--- config.mk ---
export PLATFORM = sky130hd
export DESIGN_NAME = booth_mult_flat
export DESIGN_NICKNAME = d
export VERILOG_FILES = /design/src/rtl/booth_mult_if.sv /design/src/rtl/booth_mult.sv /design/src/flat_wrapper.sv
export SDC_FILE = /design/constraint.sdc
export NUM_CORES = 1
export LEC_CHECK = 0
export ABC_AREA = 1
export CORE_MARGIN = 4
export CORE_UTILIZATION = 43
export DETAILED_ROUTE_END_ITERATION = 12
export GPL_ROUTABILITY_DRIVEN = 0
export PLACE_DENSITY = 0.67
export SKIP_LAST_GASP = 1
export SLEW_MARGIN = 20
export SYNTH_ARGS = -nofsm -noshare
export SYNTH_HDL_FRONTEND = slang
export SYNTH_SLANG_ARGS = --single-unit
--- constraint.sdc ---
create_clock -name clock -period 5.85 [get_ports clock]
set_clock_uncertainty 0.2 [all_clocks]
set_input_delay 1.755 -clock clock [delete_from_list [all_inputs] [get_ports clock]]
set_output_delay 1.755 -clock clock [all_outputs]
set_load 0.05 [all_outputs]
--- src/rtl/booth_mult_if.sv ---
// booth_mult_if: start/operand/result bundle for the Booth multiplier.
//   ctrl_MULT      start pulse (master -> slave)
//   data_operandA  32-bit signed multiplicand (master -> slave)
//   data_operandB  32-bit signed multiplier (master -> slave)
//   data_result    low 32 bits of the signed product (slave -> master)
//   data_exception signed overflow flag, held with data_result (slave -> master)
//   data_resultRDY one-cycle done pulse (slave -> master)
interface booth_mult_if;
  logic        ctrl_MULT;
  logic [31:0] data_operandA;
  logic [31:0] data_operandB;
  logic [31:0] data_result;
  logic        data_exception;
  logic        data_resultRDY;

  modport master (
    output ctrl_MULT, data_operandA, data_operandB,
    input  data_result, data_exception, data_resultRDY
  );

  modport slave (
    input  ctrl_MULT, data_operandA, data_operandB,
    output data_result, data_exception, data_resultRDY
  );
endinterface

--- src/rtl/booth_mult.sv ---
// booth_mult: 32x32 signed multiplier, radix-4 modified Booth, 16 steps.
// Ports:
//   clock  rising-edge clock
//   reset  asynchronous active-high reset
//   bus    booth_mult_if.slave (start, operands, result, exception, ready)
// A start edge in any state latches the operands and (re)starts the
// operation; the result and exception flag are registered on the final
// step and held until the next completed product. resultRDY is high for
// exactly the one cycle spent in DONE.
module booth_mult (
  input  logic        clock,
  input  logic        reset,
  booth_mult_if.slave bus
);

  typedef enum logic [1:0] {IDLE, BUSY, DONE} stateT;

  stateT       state;
  stateT       nextState;

  logic        start;
  logic        stepEn;
  logic        lastStep;

  logic [31:0] mcand;
  logic [31:0] mulQ;
  logic        qMinus1;
  logic [33:0] acc;
  logic [4:0]  stepCnt;

  logic [33:0] mExt;
  logic [33:0] addend;
  logic        carryIn;
  logic [33:0] sum;
  logic [33:0] accNext;
  logic [31:0] qNext;
  logic [63:0] product;

  always_comb begin
    start    = bus.ctrl_MULT;
    lastStep = (stepCnt == 5'd15);
  end

  // State register
  always_ff @(posedge clock or posedge reset) begin
    if (reset) begin
      state <= IDLE;
    end else begin
      state <= nextState;
    end
  end

  // Next-state logic; a start edge always wins, aborting any operation
  always_comb begin
    nextState = state;
    case (state)
      IDLE:    if (start) nextState = BUSY;
      BUSY: begin
        if (start)         nextState = BUSY;
        else if (lastStep) nextState = DONE;
      end
      DONE:    nextState = start ? BUSY : IDLE;
      default: nextState = IDLE;
    endcase
  end

  // Output logic
  always_comb begin
    stepEn             = (state == BUSY);
    bus.data_resultRDY = (state == DONE);
  end

  // Booth digit from {Q[1],Q[0],q_-1}; negatives as one's complement + carry
  always_comb begin
    mExt    = {{2{mcand[31]}}, mcand};
    addend  = '0;
    carryIn = 1'b0;
    case ({mulQ[1:0], qMinus1})
      3'b001, 3'b010: addend = mExt;
      3'b011:         addend = {mExt[32:0], 1'b0};
      3'b100: begin
        addend  = ~{mExt[32:0], 1'b0};
        carryIn = 1'b1;
      end
      3'b101, 3'b110: begin
        addend  = ~mExt;
        carryIn = 1'b1;
      end
      default:        addend = '0;
    endcase
    sum     = acc + addend + {33'd0, carryIn};
    // Arithmetic shift right by 2 across {acc, Q}
    accNext = {{2{sum[33]}}, sum[33:2]};
    qNext   = {sum[1:0], mulQ[31:2]};
    product = {accNext[31:0], qNext};
  end

  // Datapath
  always_ff @(posedge clock or posedge reset) begin
    if (reset) begin
      mcand              <= '0;
      mulQ               <= '0;
      qMinus1            <= 1'b0;
      acc                <= '0;
      stepCnt            <= '0;
      bus.data_result    <= '0;
      bus.data_exception <= 1'b0;
    end else if (start) begin
      mcand   <= bus.data_operandA;
      mulQ    <= bus.data_operandB;
      qMinus1 <= 1'b0;
      acc     <= '0;
      stepCnt <= '0;
    end else if (stepEn) begin
      acc     <= accNext;
      mulQ    <= qNext;
      qMinus1 <= mulQ[1];
      stepCnt <= stepCnt + 5'd1;
      // Result is taken from the final step's shifted values so it is
      // visible in the same cycle that resultRDY rises.
      if (lastStep) begin
        bus.data_result    <= product[31:0];
        bus.data_exception <= (product[63:32] != {32{product[31]}});
      end
    end
  end

endmodule

--- src/flat_wrapper.sv ---
// flat-port wrapper written by rule: the top's interface ports become plain ports
module booth_mult_flat 
  (clock, reset, bus_ctrl_MULT, bus_data_operandA, bus_data_operandB, bus_data_result, bus_data_exception, bus_data_resultRDY);
  booth_mult_if bus_i ();
  input  logic clock;
  input  logic reset;
  input wire logic [$bits(bus_i.ctrl_MULT)-1:0] bus_ctrl_MULT;
  input wire logic [$bits(bus_i.data_operandA)-1:0] bus_data_operandA;
  input wire logic [$bits(bus_i.data_operandB)-1:0] bus_data_operandB;
  output wire logic [$bits(bus_i.data_result)-1:0] bus_data_result;
  output wire logic [$bits(bus_i.data_exception)-1:0] bus_data_exception;
  output wire logic [$bits(bus_i.data_resultRDY)-1:0] bus_data_resultRDY;
  assign bus_i.ctrl_MULT = bus_ctrl_MULT;
  assign bus_i.data_operandA = bus_data_operandA;
  assign bus_i.data_operandB = bus_data_operandB;
  assign bus_data_result = bus_i.data_result;
  assign bus_data_exception = bus_i.data_exception;
  assign bus_data_resultRDY = bus_i.data_resultRDY;
  booth_mult u_core (.clock(clock), .reset(reset), .bus(bus_i));
endmodule
==> results of run 1 <==
## flip-flops by register name (all words and copies together), names as in the netlist
name                       count
u_core.bus.data_result        32
u_core.qMinus1                 1
u_core.acc                    32
u_core.mulQ                   32
u_core.state                   2
u_core.mcand                  32
u_core.stepCnt                 5
u_core.bus.data_exception      1
## worst reg2reg max path: stages, from the launching register on
cell      delay [ns]
dfrtp_1         0.37
nor2_1          0.08
nand2_1         0.39
buf_4           0.34
o211ai_1        0.16
fa_1            0.56
fa_1            0.71
inv_1           0.25
nor2_1          0.17
nand2_1         0.07
nor2_1          0.10
nand2_1         0.06
nor2_1          0.08
nand2_1         0.07
a21oi_1         0.26
nand2_1         0.13
nor2_1          0.16
a21oi_1         0.08
## cells by family after synthesis
group,synth area share
AO/OA/AOI/OAI,0.1465
XOR/XNOR,0.01857
adder cells (fa/ha/maj),0.05194
buffers and inverters,0.09788
flip-flops,0.3826
AND/OR/NAND/NOR,0.3026
## cell usage in the layout (no fill, tap or decap), drive strengths merged
cell / netlist / routed
fa: 2 / 2
nand4: 10 / 10
a21oi: 27 / 27
buf: 10 / 14
a22o: 2 / 2
a32o: 2 / 2
o221ai: 27 / 27
a221oi: 31 / 31
o21bai: 2 / 2
nor2: 116 / 116
nand3b: 4 / 4
and2: 3 / 3
xor2: 9 / 9
nand2: 479 / 479
clkdlybuf4s50: 0 / 99
o22ai: 3 / 3
bufinv: 0 / 2
and3: 1 / 1
a22oi: 1 / 1
o21ai: 115 / 115
clkbuf: 32 / 18
xnor2: 10 / 10
ha: 34 / 34
nor3: 7 / 7
o211ai: 2 / 2
clkinv: 1 / 6
inv: 190 / 196
dfrtp: 137 / 137
nand3: 57 / 57
## metrics by stage
stage | power, mW | std cells | utilization | hold slack (ns)
2_1_floorplan | 2.665 | 1314 | - | 0.2222
3_3_place_gp | 3.208 | 1655 | 0.5028 | 0.2487
3_5_place_dp | 3.225 | 1655 | 0.5028 | 0.2459
4_1_cts | 4.363 | 1686 | 0.5321 | 0.2596
5_1_grt | 4.714 | 1686 | 0.5321 | 0.2781
6_report | 4.384 | 1686 | 0.5321 | 0.2598
## power by group through the flow
| stage | clock network [mW] | registers (mW) | logic [mW] |
|---|---|---|---|
| after floorplan | 0 | 1.24 | 1.42 |
| after global routing | 1.18 | 1.24 | 2.30 |
| final | 1.12 | 1.22 | 2.05 |
| after CTS | 1.13 | 1.22 | 2.01 |
| after detailed placement | 0 | 1.23 | 1.99 |
| after global placement | 0 | 1.23 | 1.98 |
## worst max-delay path by stage
stage | from | endpoint | slack [ns] | cells past startpoint
final | u_core.mulQ[0]$_DFFE_PP0P_ | u_core.bus.data_exception$_DFFE_PP0P_ | 1.52 | 17
after floorplan | reset | u_core.acc[0]$_DFFE_PP0P_ | 0.23 | 1
after global placement | u_core.mulQ[0]$_DFFE_PP0P_ | u_core.bus.data_exception$_DFFE_PP0P_ | 1.66 | 18
after global routing | u_core.mulQ[0]$_DFFE_PP0P_ | u_core.bus.data_exception$_DFFE_PP0P_ | 1.10 | 23
after detailed placement | u_core.mulQ[1]$_DFFE_PP0P_ | u_core.bus.data_exception$_DFFE_PP0P_ | 1.63 | 17
after CTS | u_core.mulQ[1]$_DFFE_PP0P_ | u_core.bus.data_exception$_DFFE_PP0P_ | 1.60 | 16
## layout make-up
| type | instances | share of cell area |
|---|---|---|
| Clock inverter | 13 | 0.01455 |
| Sequential cell | 137 | 0.3164 |
| Tap cell | 270 | 0.03117 |
| Clock buffer | 18 | 0.04053 |
| Inverter | 191 | 0.06662 |
| Multi-Input combinational cell | 944 | 0.4299 |
| Timing Repair Buffer | 113 | 0.1009 |
## routing by layer
metal,up-vias,global-route usage,share of wire
met3,31,0.06419,0.087
met2,315,0.3669,0.44
met4,0,0.05180,0.013
met5,-,0,0
met1,4118,0.3323,0.46
li1,4399,-,-
==> results.py, run 1 <==
metrics = {
    "hold_path": {
        "hold_path_class": "flop to flop",
        "min_from": "u_core.stepCnt[3]$_DFFE_PP0P_",
        "worstHoldPathCells": 1,
        "hold_path_end": "u_core.stepCnt[3]$_DFFE_PP0P_",
    },
    "timing": {
        "finalSetupTns_ns": 0,
        "min_period_ns": 4.334,
        "setup_viol": 0,
        "rsz0062_at_grt": "no",
        "maxSlewHeadroom": 0.4900,
        "max_freq_mhz": 230.7,
        "hold_viol": 0,
        "tightestPinTransition_ns": 0.7650,
        "finalMaxSlewViolations": 0,
        "layout_setup_ws_ns": 1.516,
        "fin_crit_sh": 0.7408,
    },
    "placement": {
        "portBuffers": 100,
        "place_hpwl_mm": 20.04,
        "place_area_mm2": 0.01024,
        "pre_cts_ws_ns": 1.630,
    },
    "global_route": {
        "grt_max_degree": 85,
        "gr-usage-all-layers": 0.2362,
        "grt_pass1_vias": 8649,
        "grt.overflow.total": 0,
        "antenna_found_initial": 0,
        "grt_pass1_wl_mm": 45.03,
    },
    "synth": {
        "synth_common_cells": "nand2_1 (473), inv_1 (188), dfrtp_1 (137)",
        "synth_edf_count": 0,
        "synth_nets": 1417,
        "synthMostInstantiatedCell": "nand2_1",
        "syn_inst": 1314,
        "synth.distinct_cells": 32,
        "synthTopCellsByArea": "dfrtp_1 (38%), nand2_1 (20%), inv_1 (7.9%), o21ai_0 (6.4%), ha_1 (4.7%)",
        "synth_top_area_cell": "dfrtp_1",
        "syn_area_mm2": 0.008961,
        "async_flop_share": 1.000,
        "yosysWarnings": 0,
        "ys_seq_elements": 137,
        "synth_ff_type": "dfrtp_1",
        "yosysSeqAreaShare": 0.3826,
        "synthDominantCellAreaShare": 0.3826,
        "syn_area_per_cell_um2": 6.820,
    },
    "worst_setup_path": {
        "crit_slowest_cell": "fa_1",
        "critPathArrivalTime_ns": 4.44,
        "r2r_slack_ns": 1.52,
        "worstSetupStartpointType": "flop",
        "worst-path-buf-inv": 2,
        "crit_fanout": 18,
        "cp-end-kind": "flop",
        "rr_endpoint": "u_core.bus.data_exception$_DFFE_PP0P_",
        "cp.required_ns": 5.96,
        "crit_chain": "nor2_1 -> nand2_1 -> buf_4 -> o211ai_1 -> fa_1 -> fa_1 -> inv_1 -> nor2_1 -> nand2_1 -> nor2_1 -> nand2_1 -> nor2_1 -> nand2_1 -> a21oi_1 -> nand2_1 -> nor2_1 -> a21oi_1",
        "critical-path-max-stage-delay_ns": 0.71,
        "reg2reg_depth": 17,
        "cpLargestDelayFamily": "simple AND/OR/NAND/NOR gates",
        "r2r_start": "u_core.mulQ[0]$_DFFE_PP0P_",
        "criticalPathCategory": "flop to flop",
    },
    "floorplan": {
        "io_pins": 101,
        "dieArea_mm2": 0.02321,
        "die_h_um": 152.4,
        "coreArea_mm2": 0.02036,
        "placementRows": 52,
        "initial_utilization": 0.4400,
        "dieWidth_um": 152.4,
    },
    "routing": {
        "vias_per_cell": 5.257,
        "drt_iter0_markers": 828,
        "route.detailed.drc": 1,
        "num_vias": 8863,
        "drtPass1Iterations": 12,
        "wl_per_cell_um": 16.08,
        "antenna_left": 0,
        "drt_wl_total_mm": 27.11,
    },
    "outcome": {
        "status": "finished, violations left",
        "violations": "design-rule violations",
    },
    "layout": {
        "fin_area_mm2": 0.01084,
        "nNetsFinal": 1507,
        "nFillCells": 1975,
        "antenna_cells": 0,
        "area_delta_synth_final_pct": 20.93,
        "multi_input_area_mm2": 0.004658,
        "drive_above_1_share": 0.04449,
        "seqCellArea_mm2": 0.003428,
    },
    "power_and_ir_drop": {
        "power_density_mw_per_mm2": 404.6,
        "switching_share": 0.4433,
        "p_leak_nw": 5.550,
        "seqPwrFrac": 0.278,
        "intPower_mw": 2.441,
        "pwr-share-comb": 0.467,
        "power.share.clock": 0.254,
        "ir_worst_vdd_uv": 208.9,
        "power.switching_mw": 1.944,
    },
    "clock_network": {
        "cts_setup_buffers": 0,
        "clockBufferDepth": 2,
        "clockRootBuffer": "clkbuf_16",
        "numCtsBuffers": 17,
        "cts_tree": "yes",
        "hold_buffers": 0,
        "path_clk_slew_ns": 0.07,
        "clk_latency_ns": 0.42,
        "cts-htree-levels": 4,
        "post_cts_resized": 0,
        "clkSinkCount": 137,
    },
    "run": {
        "maxCapViolations": 0,
    },
}
No activity file was read; power rests on OpenSTA's default activity.
==> run 2: changes to the inputs <==
--- a/config.mk
+++ b/config.mk
@@ -10,7 +10,7 @@
 export CORE_UTILIZATION = 43
 export DETAILED_ROUTE_END_ITERATION = 12
 export GPL_ROUTABILITY_DRIVEN = 0
-export PLACE_DENSITY = 0.67
+export PLACE_DENSITY = 0.65
 export SKIP_LAST_GASP = 1
 export SLEW_MARGIN = 20
 export SYNTH_ARGS = -nofsm -noshare
==> constraint.sdc (replaced) <==
create_clock -name clock -period 4 [get_ports clock]
set_clock_uncertainty 0.2 [all_clocks]
set_input_delay 1.2 -clock clock [delete_from_list [all_inputs] [get_ports clock]]
set_output_delay 1.2 -clock clock [all_outputs]
set_load 0.05 [all_outputs]
==> results.py, run 2 (synthesized netlist as in run 1, its figures left out) <==
metrics = {
    "outcome": {
        "status": "finished clean",
    },
    "power_and_ir_drop": {
        "p_leak_nw": 5.662,
        "intPower_mw": 3.667,
        "ir_worst_vdd_uv": 295.9,
        "switching_share": 0.4522,
        "pwr-share-comb": 0.501,
        "power_density_mw_per_mm2": 596.8,
        "seqPwrFrac": 0.269,
        "power.share.clock": 0.230,
        "power.switching_mw": 3.027,
    },
    "worst_setup_path": {
        "cp-end-kind": "flop",
        "crit_chain": "nand2_1 -> inv_1 -> nor2_2 -> inv_1 -> nor2_2 -> buf_6 -> nand2_1 -> o211ai_1 -> fa_2 -> fa_2 -> nand2_1 -> nand3_1 -> nand3_1 -> nand2_2 -> xnor2_2 -> inv_1 -> nor2_1 -> nand2_1 -> a21oi_1 -> nand2_1 -> nor2_2 -> a21oi_1",
        "critPathArrivalTime_ns": 3.90,
        "cp.required_ns": 4.11,
        "worstSetupStartpointType": "flop",
        "cpLargestDelayFamily": "simple AND/OR/NAND/NOR gates",
        "criticalPathCategory": "flop to flop",
        "crit_slowest_cell": "fa_2",
        "crit_fanout": 13,
        "cp_common_cell": "nand2_1",
        "critical-path-max-stage-delay_ns": 0.42,
        "worst-path-buf-inv": 4,
    },
    "placement": {
        "place_area_mm2": 0.01034,
        "portBuffers": 100,
        "pre_cts_ws_ns": -0.07150,
        "place_hpwl_mm": 20.31,
    },
    "routing": {
        "num_vias": 8985,
        "drt_iter0_markers": 797,
        "route.detailed.drc": 0,
        "wl_per_cell_um": 16.19,
        "drt_wl_total_mm": 27.64,
        "drtPass1Iterations": 7,
        "antenna_left": 0,
        "vias_per_cell": 5.264,
    },
    "layout": {
        "antenna_cells": 0,
        "final_cell_mix": "nand2_1 (467), inv_1 (185), dfrtp_1 (137)",
        "layout.cells.most_common": "nand2_1",
        "area_delta_synth_final_pct": 25.16,
        "drive_above_1_share": 0.09047,
        "fin_area_mm2": 0.01122,
        "nNetsFinal": 1527,
    },
    "floorplan": {
        "initial_utilization": 0.4400,
        "dieArea_mm2": 0.02321,
        "placementRows": 52,
        "die_h_um": 152.4,
        "dieWidth_um": 152.4,
        "coreArea_mm2": 0.02036,
        "io_pins": 101,
    },
    "global_route": {
        "grt_pass1_wl_mm": 44.61,
        "grt_pass1_vias": 8408,
        "met1_usage": 0.3366,
        "top_usage_layer": "met2",
        "grt_max_degree": 77,
        "antenna_found_initial": 1,
        "grt.overflow.total": 0,
        "use_met3": 0.05595,
        "grt_use_met2": 0.3654,
        "gr-usage-all-layers": 0.2357,
    },
    "clock_network": {
        "numCtsBuffers": 17,
        "clkSinkCount": 137,
        "clockBufferDepth": 2,
        "path_clk_slew_ns": 0.07,
        "clk_latency_ns": 0.43,
        "clockRootBuffer": "clkbuf_16",
        "cts-htree-levels": 4,
        "cts_tree": "yes",
    },
    "timing": {
        "finalMaxSlewViolations": 0,
        "layout_setup_ws_ns": 0.2089,
        "setup_viol": 0,
        "maxSlewHeadroom": 0.5145,
        "min_period_ns": 3.791,
        "fin_crit_sh": 0.9478,
        "max_freq_mhz": 263.8,
        "tightestPinTransition_ns": 0.7282,
        "hold_viol": 0,
    },
    "run": {
        "maxCapViolations": 0,
    },
    "hold_path": {
        "hold_path_class": "flop to flop",
    },
}
## run 2: through the flow
| step | hold slack, ns | setup TNS, ns | power, mW | util | instances |
|---|---|---|---|---|---|
| 2_1_floorplan | 0.2222 | 0 | 3.898 | - | 1314 |
| 3_3_place_gp | 0.2410 | -0.04954 | 4.750 | 0.5079 | 1664 |
| 3_5_place_dp | 0.2459 | -0.07150 | 4.765 | 0.5079 | 1664 |
| 4_1_cts | 0.2625 | 0 | 6.346 | 0.5359 | 1696 |
| 5_1_grt | 0.2785 | -0.02321 | 7.172 | 0.5508 | 1707 |
| 6_report | 0.2612 | 0 | 6.694 | 0.5508 | 1707 |
## run 2: power groups by stage
stage / Sequential (mW) / Clock, mW / Combinational, mW
3_3_place_gp: 1.80 / 0 / 2.95
5_1_grt: 1.83 / 1.63 / 3.72
4_1_cts: 1.78 / 1.56 / 3.00
6_report: 1.80 / 1.54 / 3.35
3_5_place_dp: 1.81 / 0 / 2.96
2_1_floorplan: 1.82 / 0 / 2.08
## run 2: layout make-up
| cell class | instances | area (µm²) |
|---|---|---|
| Sequential cell | 137 | 3428 |
| Multi-Input combinational cell | 944 | 4880 |
| Fill cell | 1956 | 9149 |
| Timing Repair Buffer | 133 | 1285 |
| Inverter | 191 | 724.4 |
| Clock buffer | 17 | 425.4 |
| Clock inverter | 15 | 135.1 |
| Tap cell | 270 | 337.8 |
## run 2: repair_timing
item | in CTS | in global routing
resized for setup | 2 | 67
endpoints found under the setup margin | 1 | 3
pin swaps | 0 | 12
hold buffers | 0 | 0
buffers inserted | 0 | 11
## run 2: worst paths after layout
check                                                 start                                    end  slack (ns)  cells past startpoint
worst max-delay path             u_core.qMinus1$_DFFE_PP0P_  u_core.bus.data_exception$_DFFE_PP0P_        0.21                     22
worst min-delay path            u_core.state[1]$_DFFE_PP0P_            u_core.state[0]$_DFFE_PP0P_        0.26                      1
worst max register to register   u_core.qMinus1$_DFFE_PP0P_  u_core.bus.data_exception$_DFFE_PP0P_        0.21                     22
worst min register to register  u_core.state[1]$_DFFE_PP0P_            u_core.state[0]$_DFFE_PP0P_        0.26                      1
max in group asynchronous                             reset              u_core.acc[7]$_DFFE_PP0P_        2.12                      3
min in group asynchronous                             reset             u_core.acc[25]$_DFFE_PP0P_        0.86                      2
## run 2: routing by layer
layer  wire, µm  up-vias  part of all wire
met4        399        2             0.014
met2      12550      321              0.45
met1      12540     4181              0.45
met5         12        -           0.00043
met3       2143       35             0.078
li1           -     4446                 -
